<file path="src/rtl/target_pin_arbiter_pkg.sv">
// Shared definitions for the target pin arbiter: requester indices, FSM
// state encoding, pin bundle type and the priority encoder.
package target_pin_arbiter_pkg;

  localparam int REQ_AVR  = 0;
  localparam int REQ_PDI  = 1;
  localparam int REQ_GPIO = 2;
  localparam int NREQ     = 3;

  typedef enum logic [1:0] {
    ST_IDLE  = 2'd0,
    ST_GRANT = 2'd1,
    ST_GUARD = 2'd2
  } state_e;

  // One bit per target pin, used for both value and output-enable bundles.
  typedef struct packed {
    logic nrst;
    logic mosi;
    logic sck;
    logic pdid;
    logic pdic;
  } pins_t;

  // Isolates the lowest set bit, so requester 0 has the highest priority.
  function automatic logic [NREQ-1:0] priority_onehot(input logic [NREQ-1:0] r);
    return r & (~r + NREQ'(1));
  endfunction

endpackage

</file>
<file path="src/rtl/target_pin_arbiter_if.sv">
// Arbitration handshake between the requesters and the pin arbiter.
interface target_pin_arbiter_if;
  import target_pin_arbiter_pkg::*;

  logic [NREQ-1:0] req;
  logic            target_highz;
  logic [NREQ-1:0] grant;
  logic            busy;
  logic            abort_o;

  modport master (
    output req,
    output target_highz,
    input  grant,
    input  busy,
    input  abort_o
  );

  modport slave (
    input  req,
    input  target_highz,
    output grant,
    output busy,
    output abort_o
  );

endinterface

</file>
<file path="src/rtl/target_pin_arbiter.sv">
// Non-preemptive fixed-priority owner arbitration for the shared target
// programming pins, with a float guard interval on every hand-off and a
// registered pin mux driving the top-level tri-state pads.
module target_pin_arbiter
  import target_pin_arbiter_pkg::*;
#(
  parameter int unsigned GUARD_CYCLES = 16,
  parameter int unsigned CNT_W        = (GUARD_CYCLES > 0) ? $clog2(GUARD_CYCLES + 1) : 1
) (
  input  logic                 clk,
  input  logic                 reset_n,
  target_pin_arbiter_if.slave  bus,
  input  logic                 avr_nrst_i,
  input  logic                 avr_mosi_i,
  input  logic                 avr_sck_i,
  input  logic                 pdi_d_i,
  input  logic                 pdi_d_oe_i,
  input  logic                 pdi_c_i,
  input  logic                 gpio_nrst_i,
  input  logic                 gpio_nrst_oe_i,
  output logic                 nrst_o,
  output logic                 nrst_oe,
  output logic                 mosi_o,
  output logic                 mosi_oe,
  output logic                 sck_o,
  output logic                 sck_oe,
  output logic                 pdid_o,
  output logic                 pdid_oe,
  output logic                 pdic_o,
  output logic                 pdic_oe
);

  state_e          state_q, state_d;
  logic [NREQ-1:0] grant_q, grant_d;
  logic [CNT_W-1:0] cnt_q, cnt_d;
  logic            abort_q, abort_d;
  pins_t           pin_o_q, pin_o_d;
  pins_t           pin_oe_q, pin_oe_d;

  // Next-state logic: grant holds the owner as one-hot, release clears it.
  always_comb begin
    state_d = state_q;
    grant_d = grant_q;
    cnt_d   = cnt_q;
    abort_d = 1'b0;
    unique case (state_q)
      ST_IDLE: begin
        if (!bus.target_highz && (|bus.req)) begin
          grant_d = priority_onehot(bus.req);
          state_d = ST_GRANT;
        end
      end
      ST_GRANT: begin
        if (bus.target_highz || !(|(bus.req & grant_q))) begin
          abort_d = bus.target_highz;
          grant_d = '0;
          if (GUARD_CYCLES == 0) begin
            state_d = ST_IDLE;
          end else begin
            state_d = ST_GUARD;
            cnt_d   = CNT_W'((GUARD_CYCLES > 0) ? GUARD_CYCLES - 1 : 0);
          end
        end
      end
      ST_GUARD: begin
        if (cnt_q == '0) begin
          state_d = ST_IDLE;
        end else begin
          cnt_d = cnt_q - CNT_W'(1);
        end
      end
      default: begin
        state_d = ST_IDLE;
        grant_d = '0;
      end
    endcase
  end

  // Pin mux keyed on the next owner so drive starts on the grant edge and
  // stops on the release edge; a value is forced low whenever its enable is.
  always_comb begin
    pin_o_d  = '0;
    pin_oe_d = '0;
    if (grant_d[REQ_AVR]) begin
      pin_o_d.nrst  = avr_nrst_i;
      pin_o_d.mosi  = avr_mosi_i;
      pin_o_d.sck   = avr_sck_i;
      pin_oe_d.nrst = 1'b1;
      pin_oe_d.mosi = 1'b1;
      pin_oe_d.sck  = 1'b1;
    end else if (grant_d[REQ_PDI]) begin
      pin_o_d.pdid  = pdi_d_i & pdi_d_oe_i;
      pin_oe_d.pdid = pdi_d_oe_i;
      pin_o_d.pdic  = pdi_c_i;
      pin_oe_d.pdic = 1'b1;
    end else if (grant_d[REQ_GPIO]) begin
      pin_o_d.nrst  = gpio_nrst_i & gpio_nrst_oe_i;
      pin_oe_d.nrst = gpio_nrst_oe_i;
    end
  end

  // State and registered pin drive; reset floats every pin immediately.
  always_ff @(posedge clk or negedge reset_n) begin
    if (!reset_n) begin
      state_q  <= ST_IDLE;
      grant_q  <= '0;
      cnt_q    <= '0;
      abort_q  <= 1'b0;
      pin_o_q  <= '0;
      pin_oe_q <= '0;
    end else begin
      state_q  <= state_d;
      grant_q  <= grant_d;
      cnt_q    <= cnt_d;
      abort_q  <= abort_d;
      pin_o_q  <= pin_o_d;
      pin_oe_q <= pin_oe_d;
    end
  end

  assign bus.grant   = grant_q;
  assign bus.busy    = (state_q != ST_IDLE);
  assign bus.abort_o = abort_q;

  assign nrst_o  = pin_o_q.nrst;
  assign nrst_oe = pin_oe_q.nrst;
  assign mosi_o  = pin_o_q.mosi;
  assign mosi_oe = pin_oe_q.mosi;
  assign sck_o   = pin_o_q.sck;
  assign sck_oe  = pin_oe_q.sck;
  assign pdid_o  = pin_o_q.pdid;
  assign pdid_oe = pin_oe_q.pdid;
  assign pdic_o  = pin_o_q.pdic;
  assign pdic_oe = pin_oe_q.pdic;

endmodule
</file>
<file path="src/flat_wrapper.sv">
// flat-port wrapper written by rule: the top's interface ports become plain ports
module target_pin_arbiter_flat import target_pin_arbiter_pkg::*;
#(
  parameter int unsigned GUARD_CYCLES = 16,
  parameter int unsigned CNT_W        = (GUARD_CYCLES > 0) ? $clog2(GUARD_CYCLES + 1) : 1
)
  (clk, reset_n, avr_nrst_i, avr_mosi_i, avr_sck_i, pdi_d_i, pdi_d_oe_i, pdi_c_i, gpio_nrst_i, gpio_nrst_oe_i, nrst_o, nrst_oe, mosi_o, mosi_oe, sck_o, sck_oe, pdid_o, pdid_oe, pdic_o, pdic_oe, bus_req, bus_target_highz, bus_grant, bus_busy, bus_abort_o);
  target_pin_arbiter_if bus_i ();
  input  logic clk;
  input  logic reset_n;
  input  logic avr_nrst_i;
  input  logic avr_mosi_i;
  input  logic avr_sck_i;
  input  logic pdi_d_i;
  input  logic pdi_d_oe_i;
  input  logic pdi_c_i;
  input  logic gpio_nrst_i;
  input  logic gpio_nrst_oe_i;
  output logic nrst_o;
  output logic nrst_oe;
  output logic mosi_o;
  output logic mosi_oe;
  output logic sck_o;
  output logic sck_oe;
  output logic pdid_o;
  output logic pdid_oe;
  output logic pdic_o;
  output logic pdic_oe;
  input wire logic [$bits(bus_i.req)-1:0] bus_req;
  input wire logic [$bits(bus_i.target_highz)-1:0] bus_target_highz;
  output wire logic [$bits(bus_i.grant)-1:0] bus_grant;
  output wire logic [$bits(bus_i.busy)-1:0] bus_busy;
  output wire logic [$bits(bus_i.abort_o)-1:0] bus_abort_o;
  assign bus_i.req = bus_req;
  assign bus_i.target_highz = bus_target_highz;
  assign bus_grant = bus_i.grant;
  assign bus_busy = bus_i.busy;
  assign bus_abort_o = bus_i.abort_o;
  target_pin_arbiter #(.GUARD_CYCLES(GUARD_CYCLES), .CNT_W(CNT_W)) u_core (.clk(clk), .reset_n(reset_n), .bus(bus_i), .avr_nrst_i(avr_nrst_i), .avr_mosi_i(avr_mosi_i), .avr_sck_i(avr_sck_i), .pdi_d_i(pdi_d_i), .pdi_d_oe_i(pdi_d_oe_i), .pdi_c_i(pdi_c_i), .gpio_nrst_i(gpio_nrst_i), .gpio_nrst_oe_i(gpio_nrst_oe_i), .nrst_o(nrst_o), .nrst_oe(nrst_oe), .mosi_o(mosi_o), .mosi_oe(mosi_oe), .sck_o(sck_o), .sck_oe(sck_oe), .pdid_o(pdid_o), .pdid_oe(pdid_oe), .pdic_o(pdic_o), .pdic_oe(pdic_oe));
endmodule
</file>
<file path="config.mk">
export PLATFORM = sky130hd
export DESIGN_NAME = target_pin_arbiter_flat
export DESIGN_NICKNAME = d
export VERILOG_FILES = /design/src/rtl/target_pin_arbiter_pkg.sv /design/src/rtl/target_pin_arbiter_if.sv /design/src/rtl/target_pin_arbiter.sv /design/src/flat_wrapper.sv
export SDC_FILE = /design/constraint.sdc
export NUM_CORES = 1
export LEC_CHECK = 0
export CORE_MARGIN = 2
export CORE_UTILIZATION = 49
export DETAILED_ROUTE_END_ITERATION = 8
export GPL_TIMING_DRIVEN = 0
export PLACE_DENSITY = 0.92
export SLEW_MARGIN = 15
export SYNTH_ARGS = -nofsm -noshare
export SYNTH_HDL_FRONTEND = slang
export SYNTH_SLANG_ARGS = --single-unit
</file>
<file path="constraint.sdc">
create_clock -name clk -period 3.8 [get_ports clk]
set_clock_uncertainty 0.05 [all_clocks]
set_input_delay 0.57 -clock clk [delete_from_list [all_inputs] [get_ports clk]]
set_output_delay 0.57 -clock clk [all_outputs]
set_load 0.02 [all_outputs]
</file>
==> results.toml, run 1 <==
[placement]
portBuffers = 28
hpwl_um = 1620
place_congestion = 0.822

[worst_setup_path]
endpoint_kind = "primary output"
startpoint_type = "flip-flop"
crit_type = "flip-flop to primary output"
worstPathArrival_ns = 1.79
cp.required_ns = 3.18
path_max_fanout = 5

[logic_synthesis]
syn_inst = 90
synth-edff-count = 0
synth-seq-cells = 19
ys_types = 33
syn-mean-instance-area_sq_um = 10.9
async_flop_share_pct = 100
yosysSeqAreaShare_pct = 48.7
synth_flop_cell = "dfrtp_1"
synthesis.nets = 110
ys.warnings.count = 0
synth_area_sq_um = 977

[floorplanning]
start_util_pct = 50.8
die_area_sq_um = 2370
io_pins = 29
placement_rows = 16
die_width_um = 48.7
die-height_um = 48.7
core_area_sq_um = 1920

[clocking]
clkTransAtPathRegs_ns = 0.10
cts_setup_buffers = 0
cts_hold_repair.buffers = 0
postCtsResizedCells = 0
cts_buffers = 3
cts_max_level = 1
cts_sinks = 19
cts_tree = "built"
cts-root-buf = "clkbuf_4"
insertion_delay_ns = 0.30
cts_buffer_depth = 2

[timing]
timing.final.crit_share_pct = 63.4
worst_slew_pin_slew_ns = 0.829
period_needed_ns = 2.41
hold_viol = 0
slew_viol_final = 0
setup_viol = 0
tns_ns = 0
max_freq_mhz = 415
rsz0062_at_grt = "false"
relSlewSlack_pct = 44.5
hold_slack_ns = 0.534

[global_route]
use_met2_pct = 35.2
overflow = 0
grt_first_pass_wirelength_um = 3350
grtUsageMet1_pct = 19.2
grt.busiest_layer = "met2"
grtUsageMet3_pct = 3.09
grt_max_degree = 20
antenna_found_initial = 0
grt_pass1_vias = 772
grt_usage_pct = 18.7

[layout]
top_register = "u_core.cnt_q"
diodes = 0
multi_input_area_sq_um = 453
area_growth_pct = 35.0
layout.nets = 143
seq_area_sq_um = 475
largest_reg_flops = 5
fillers = 141
drive_gt1_share_pct = 12.3

[power_and_ir_drop]
pwr_density_cell_nw_per_um2 = 614
p_leak_nw = 0.562
vdd_drop_max_mv = 0.327

[detailed_routing]
route.final.wire_length_um = 2030
antenna_left = 0
firstDrtPassIters = 4
drt_first_iter_violations = 21
drc = 0
wl_per_cell_um = 13.6
num_vias = 774
via_per_inst = 5.19

[hold_path]
min_path_type = "flip-flop to flip-flop"

[run_status]
outcome = "finished, final reports clean"

[job]
drv_cap = 0
==> area by class of cell <==
type / instances / area share, %
Inverter: 9 / 2.56
Clock buffer: 3 / 1.71
Timing Repair Buffer: 28 / 21.3
Sequential cell: 19 / 36.1
Tap cell: 27 / 2.56
Buffer: 2 / 1.14
Multi-Input combinational cell: 60 / 34.3
Clock inverter: 1 / 0.380
==> cell usage in the layout, fill, tap and decap left out, drive strengths merged, types with 3 or more instances in the layout <==
master,n
o21ai,4
ha,6
clkbuf,3
dfrtp,19
xnor2,3
clkdlybuf4s50,28
nand2,7
nor2,3
inv,9
a21oi,5
nand2b,3
and2,6
==> metrics by stage <==
step                worst slack [ns]  util (%)  cell area [sq um]  std cells  total power, mW
floorplan                       1.93         -                977         90            0.554
finish                          1.39      68.6               1320        149            0.809
CTS                             1.38      68.6               1320        149            0.816
global route                    1.29      68.6               1320        149            0.864
global placement                1.26      67.2               1290        145            0.696
detailed placement              1.18      67.2               1290        145            0.713
==> worst paths after layout <==
check / start / to / slack, ns / cells after the start
setup / recovery: u_core.state_q[0]$_DFFE_PN0P_ / bus_busy / 1.39 / 4
hold / removal: u_core.cnt_q[4]$_DFFE_PN0P_ / u_core.cnt_q[4]$_DFFE_PN0P_ / 0.53 / 2
setup reg to reg: u_core.state_q[1]$_DFFE_PN0P_ / u_core.pdid_o$_DFF_PN0_ / 1.73 / 7
hold reg to reg: u_core.cnt_q[4]$_DFFE_PN0P_ / u_core.cnt_q[4]$_DFFE_PN0P_ / 0.53 / 2
max in group asynchronous: reset_n / u_core.pdic_oe$_DFF_PN0_ / 2.50 / 1
min in group asynchronous: reset_n / u_core.state_q[1]$_DFFE_PN0P_ / 0.69 / 1
==> worst max-delay path: stages (launching register included) <==
cell,delay (ns)
dfrtp_1,0.43
inv_1,0.08
ha_1,0.25
inv_1,0.12
clkdlybuf4s50_1,0.61
==> kinds of logic (layout without fill, tap and decap cells) <==
group / after synthesis / count (layout) / share of synthesized area, %
adders and majority gates: 6 / 6 / 7.68
buffers and inverters: 11 / 43 / 4.99
AOI/OAI and AO/OA: 21 / 21 / 16.9
xor gates and xnor gates: 3 / 3 / 2.69
muxes: 1 / 1 / 1.15
DFF: 19 / 19 / 48.7
and+or+nand+nor: 29 / 29 / 17.9
==> synth_stat cells, drive strengths merged (3+ instances only) <==
library cell  instances  area [sq um]
a21oi                 5          25.0
and2                  6          38.8
nand2                 7          26.3
nor2                  3          11.3
dfrtp                19           475
xnor2                 3          26.3
o21ai                 4          20.0
inv                   9          33.8
nand2b                3          18.8
ha                    6          75.1
==> power by group <==
part / total (mW) / internal [mW] / switching (mW) / leakage, nW
clock network: 0.101 / 0.0392 / 0.0613 / 0.0177
logic: 0.424 / 0.193 / 0.232 / 0.305
registers: 0.284 / 0.250 / 0.0343 / 0.239
total: 0.809 / 0.482 / 0.327 / 0.562
==> routing by layer <==
| metal | vias up | part of all wire (%) |
|---|---|---|
| li1 | 379 | - |
| met1 | 363 | 38 |
| met2 | 28 | 55 |
| met3 | 4 | 4.9 |
| met4 | 0 | 2.1 |
| met5 | - | 0 |
Power figures use the tool's default switching activity.
==> inputs of run 2 (changes only) <==
- CORE_UTILIZATION: 49 -> 41
- PLACE_DENSITY: 0.92 -> 0.83
- clock period: 3.8 -> 2.07 ns (I/O delays scaled with it)
==> run 2 against run 1 <==
Net effect: flip-flop and latch count is the same; clock power rose by 82%; core utilization shrank 7.9 points; sequential power increased by 82%; global-route usage is 2.0 points lower; via count up 1.6%; critical endpoint is now u_core.pdid_oe$_DFF_PN0_.
==> results.toml, run 2 (same netlist as run 1, synthesis figures left out) <==
[run_status]
outcome = "finished, final reports clean"

[timing]
rsz0062_at_grt = "false"
slew_viol_final = 0
hold_viol = 0
fin_ws_ns = 0.0618
hold_slack_ns = 0.430
timing.final.crit_share_pct = 97.0
period_needed_ns = 2.01
worst_slew_pin_slew_ns = 0.836
relSlewSlack_pct = 44.1
max_freq_mhz = 498
setup_viol = 0
tns_ns = 0

[worst_setup_path]
crit_type = "input pin to flip-flop"
endpoint_kind = "flip-flop"
cp.required_ns = 2.26
worstPathArrival_ns = 2.20
slowest_stage = "clkdlybuf4s50_1"
crit_chain = "clkdlybuf4s50_1 -> a222oi_1 -> buf_4 -> o21a_2 -> or2b_2 -> a211oi_4 -> and2_2"
max_stage_delay_ns = 0.55
startpoint_type = "input pin"
path_max_fanout = 5

[clocking]
clkTransAtPathRegs_ns = 0.11
cts-root-buf = "clkbuf_4"
cts_tree = "built"
cts_buffers = 3
cts_buffer_depth = 2
insertion_delay_ns = 0.30
cts_sinks = 19
cts_hold_repair.buffers = 0
cts_max_level = 1

[detailed_routing]
drc = 0
route.final.wire_length_um = 2050
wl_per_cell_um = 13.5
firstDrtPassIters = 4
num_vias = 786
drt_first_iter_violations = 3
via_per_inst = 5.17
antenna_left = 0

[layout]
largest_reg_flops = 5
drive_gt1_share_pct = 15.3
layout.nets = 145
layout_common_cells = "27 x clkdlybuf4s50_1, 19 x dfrtp_1, 9 x inv_1"
top_register = "u_core.cnt_q"
diodes = 0
final_common_cell = "clkdlybuf4s50_1"
area_growth_pct = 38.7

[job]
drv_cap = 0

[floorplanning]
core_area_sq_um = 2230
start_util_pct = 43.8
die-height_um = 52.8
placement_rows = 17
io_pins = 29
die_area_sq_um = 2790
die_width_um = 52.8

[power_and_ir_drop]
finalPower_mw = 1.54
pwr_density_cell_nw_per_um2 = 1140
p_leak_nw = 0.577
vdd_drop_max_mv = 0.654

[global_route]
grt_pass1_vias = 771
grt_first_pass_wirelength_um = 3330
antenna_found_initial = 0
overflow = 0
grt_usage_pct = 16.7
grt_max_degree = 20

[placement]
place_congestion = 0.802
portBuffers = 28
dpl_worst_slack_ns = -0.313
hpwl_um = 1600

[hold_path]
min_path_type = "input pin to async pin"
==> run 2: worst max-delay path: cells and delay by family <==
family	cells	cell delay, ns
buffers and inverters	2	0.72
AND/OR/NAND/NOR	2	0.53
AO/OA/AOI/OAI	3	0.63
==> run 2: timing repair <==
action / in CTS / in global routing
endpoints found under the setup margin: 1 / 7
pin swaps: 0 / 3
setup buffers: 0 / 2
gates resized for setup: 1 / 3
endpoints found under the hold margin: 0 / 0
==> run 2: worst paths after layout <==
| path | startpoint | end | slack, ns | cells after the start |
|---|---|---|---|---|
| worst max-delay path | bus_req[0] | u_core.pdid_oe$_DFF_PN0_ | 0.06 | 7 |
| worst min-delay path | reset_n | u_core.nrst_o$_DFF_PN0_ | 0.43 | 1 |
| worst max register to register | u_core.cnt_q[0]$_DFFE_PN0P_ | u_core.cnt_q[3]$_DFFE_PN0P_ | 0.10 | 7 |
| worst min register to register | u_core.cnt_q[4]$_DFFE_PN0P_ | u_core.cnt_q[4]$_DFFE_PN0P_ | 0.52 | 2 |
| max in group asynchronous | reset_n | u_core.state_q[1]$_DFFE_PN0P_ | 1.02 | 1 |
| min in group clk | avr_sck_i | u_core.sck_o$_DFF_PN0_ | 0.51 | 2 |
==> run 2: cell type report <==
cell class	count	area, sq um
inverter	9	33.8
clock buffer	3	22.5
fill	198	878
buffer	2	15.0
clock inverter	1	5.00
multi-input combinational	60	474
timing repair buffer	30	294
sequential	19	475
tap	28	35.0
==> run 2: power by group <==
group / internal [mW] / leakage, nW / switching (mW)
Sequential: 0.459 / 0.239 / 0.0592
Combinational: 0.386 / 0.321 / 0.450
Clock: 0.0720 / 0.0177 / 0.112
Total: 0.917 / 0.577 / 0.621
==> run 2: metrics by stage <==
step | area [sq um] | instances | util [%]
global route | 1360 | 152 | 60.7
CTS | 1320 | 150 | 59.0
floorplan | 977 | 90 | -
detailed placement | 1290 | 146 | 57.9
global placement | 1290 | 146 | 57.9
finish | 1360 | 152 | 60.7
==> run 2: per-layer routing <==
layer	up-vias	global-route usage, %	wire length (um)
met5	-	0	0
met1	382	18.0	809
met2	18	30.2	1110
met3	6	6.00	94
met4	0	5.13	34
li1	380	-	-
==> inputs of run 3 (changes only) <==
- CORE_UTILIZATION: 41 -> 43
- CTS_BUF_LIST: not set -> sky130_fd_sc_hd__clkbuf_4
- PLACE_DENSITY: 0.83 -> 0.86
==> run 3 against run 2 <==
Net effect: global-route usage grew 0.74 points; design area decreased by 0.74%; first-iteration DRC count rose to 6.0 times the previous value; hold slack worse by 0.0029 ns; sequential share of layout area increased by 0.26 points; sequential power barely moved; worst setup slack better by 0.0096 ns; count of clock-buffer cells in the layout unchanged; register-to-register slack about the same; cell count is the same; clock power barely moved; highest routed layer unchanged.
==> results.toml, run 3 (same netlist as run 1, synthesis figures left out) <==
[run_status]
outcome = "finished, final reports clean"

[power_and_ir_drop]
internal_power_uw = 909
vdd_drop_max_mv = 0.722
pwr_density_cell_nw_per_um2 = 1140
p_leak_nw = 0.573
seqPwrFrac_pct = 34.0
p_clk_share_pct = 12.2
netSwitchingFraction_pct = 40.5
finalPower_mw = 1.53
p_sw_uw = 619
combinationalPowerShare_pct = 53.8

[worst_setup_path]
worstPathArrival_ns = 2.19
endpoint_kind = "flip-flop"
path_max_fanout = 5
startpoint_type = "input pin"
crit_type = "input pin to flip-flop"
r2r_slack_ns = 0.11
cp.required_ns = 2.26

[layout]
area_growth_pct = 37.6
layout.nets = 145
fillers = 185
layout_common_cells = "27 x clkdlybuf4s50_1, 19 x dfrtp_1, 9 x inv_1"
top_register = "u_core.cnt_q"
seq_area_sq_um = 475
diodes = 0
stdcell_count = 152
final_common_cell = "clkdlybuf4s50_1"
multi_input_area_sq_um = 464
largest_reg_flops = 5
fin_util_pct = 62.0
drive_gt1_share_pct = 13.7

[timing]
slew_viol_final = 0
timing.final.crit_share_pct = 96.6
worst_slew_pin_slew_ns = 0.831
max_freq_mhz = 500
period_needed_ns = 2.00
setup_viol = 0
relSlewSlack_pct = 44.4
hold_viol = 0

[detailed_routing]
antenna_left = 0
wl_per_cell_um = 13.8
route.final.wire_length_um = 2090
drc = 0
num_vias = 782
via_per_inst = 5.14
firstDrtPassIters = 4
drt_first_iter_violations = 18

[clocking]
cts_sinks = 19
cts_buffers = 3
cts_tree = "built"
cts_buffer_depth = 2
cts-root-buf = "clkbuf_4"
insertion_delay_ns = 0.30
clkTransAtPathRegs_ns = 0.10
cts_hold_repair.buffers = 0
cts_max_level = 1

[hold_path]
min_path_type = "input pin to async pin"

[floorplanning]
placement_rows = 17
start_util_pct = 45.0
die_area_sq_um = 2670
io_pins = 29
core_area_sq_um = 2170
die_width_um = 51.7
die-height_um = 51.7

[global_route]
grt_max_degree = 20
grt_pass1_vias = 746
overflow = 0
grt_first_pass_wirelength_um = 3350
grt_usage_pct = 17.5
antenna_found_initial = 0

[job]
drv_cap = 0

[placement]
placedCellCount = 146
portBuffers = 28
place_congestion = 0.806
hpwl_um = 1570
-- run 3: final timing paths --
check	to	startpoint	cells after the start
max in group asynchronous	u_core.cnt_q[0]$_DFFE_PN0P_	reset_n	1
min in group clk	u_core.pdic_o$_DFF_PN0_	pdi_c_i	2
setup / recovery	u_core.pdid_o$_DFF_PN0_	bus_req[0]	7
setup reg to reg	u_core.pdid_o$_DFF_PN0_	u_core.state_q[1]$_DFFE_PN0P_	7
hold / removal	u_core.pdid_oe$_DFF_PN0_	reset_n	1
hold reg to reg	u_core.cnt_q[4]$_DFFE_PN0P_	u_core.cnt_q[4]$_DFFE_PN0P_	2
-- run 3: area by class of cell --
cell class / count / area share, %
well taps: 28 / 2.60
repair buffers: 30 / 21.9
flip-flops and latches: 19 / 35.3
plain buffers: 2 / 1.12
multi-input cells: 60 / 34.5
clock buffers: 3 / 1.67
clock inverters: 1 / 0.372
inverters: 9 / 2.51
-- run 3: per-layer routing --
layer | global-route usage [%] | routed length [um] | part of all wire, %
met1 | 19.1 | 799 | 38
met2 | 31.2 | 1160 | 55
met3 | 5.75 | 102 | 4.9
met4 | 6.58 | 30 | 1.4
met5 | 0 | 0 | 0
-- run 3: power groups by stage --
stage               Clock, mW  Combinational [mW]  Sequential, mW
finish                  0.186               0.823           0.519
global route            0.212               0.902           0.532
CTS                     0.196               0.773           0.524
detailed placement          0               0.780           0.531
global placement            0               0.756           0.523
floorplan                   0               0.431           0.586
-- run 3: per-stage QoR --
step | setup TNS, ns | hold slack [ns] | cell area (sq um) | setup slack (ns)
2_1_floorplan | 0 | -0.0351 | 977 | 0.247
3_3_place_gp | -1.70 | 0.480 | 1290 | -0.223
3_5_place_dp | -2.08 | 0.500 | 1290 | -0.290
4_1_cts | 0 | 0.453 | 1320 | 0.0377
5_1_grt | -0.0230 | 0.488 | 1350 | -0.0131
6_report | 0 | 0.427 | 1350 | 0.0713
-- run 3: timing repair --
item                                    4_1_cts  5_1_grt
endpoints found under the setup margin        1        7
gates resized for setup                       1        1
buffers inserted                              0        2
endpoints found under the hold margin         0        0
pin swaps                                     0        3
-- run 3: critical path: stages --
cell and delay (ns):
clkdlybuf4s50_1 0.56, a222oi_1 0.13, buf_4 0.17, o21a_2 0.24, or2b_2 0.34, a211oi_4 0.24, and3_1 0.20
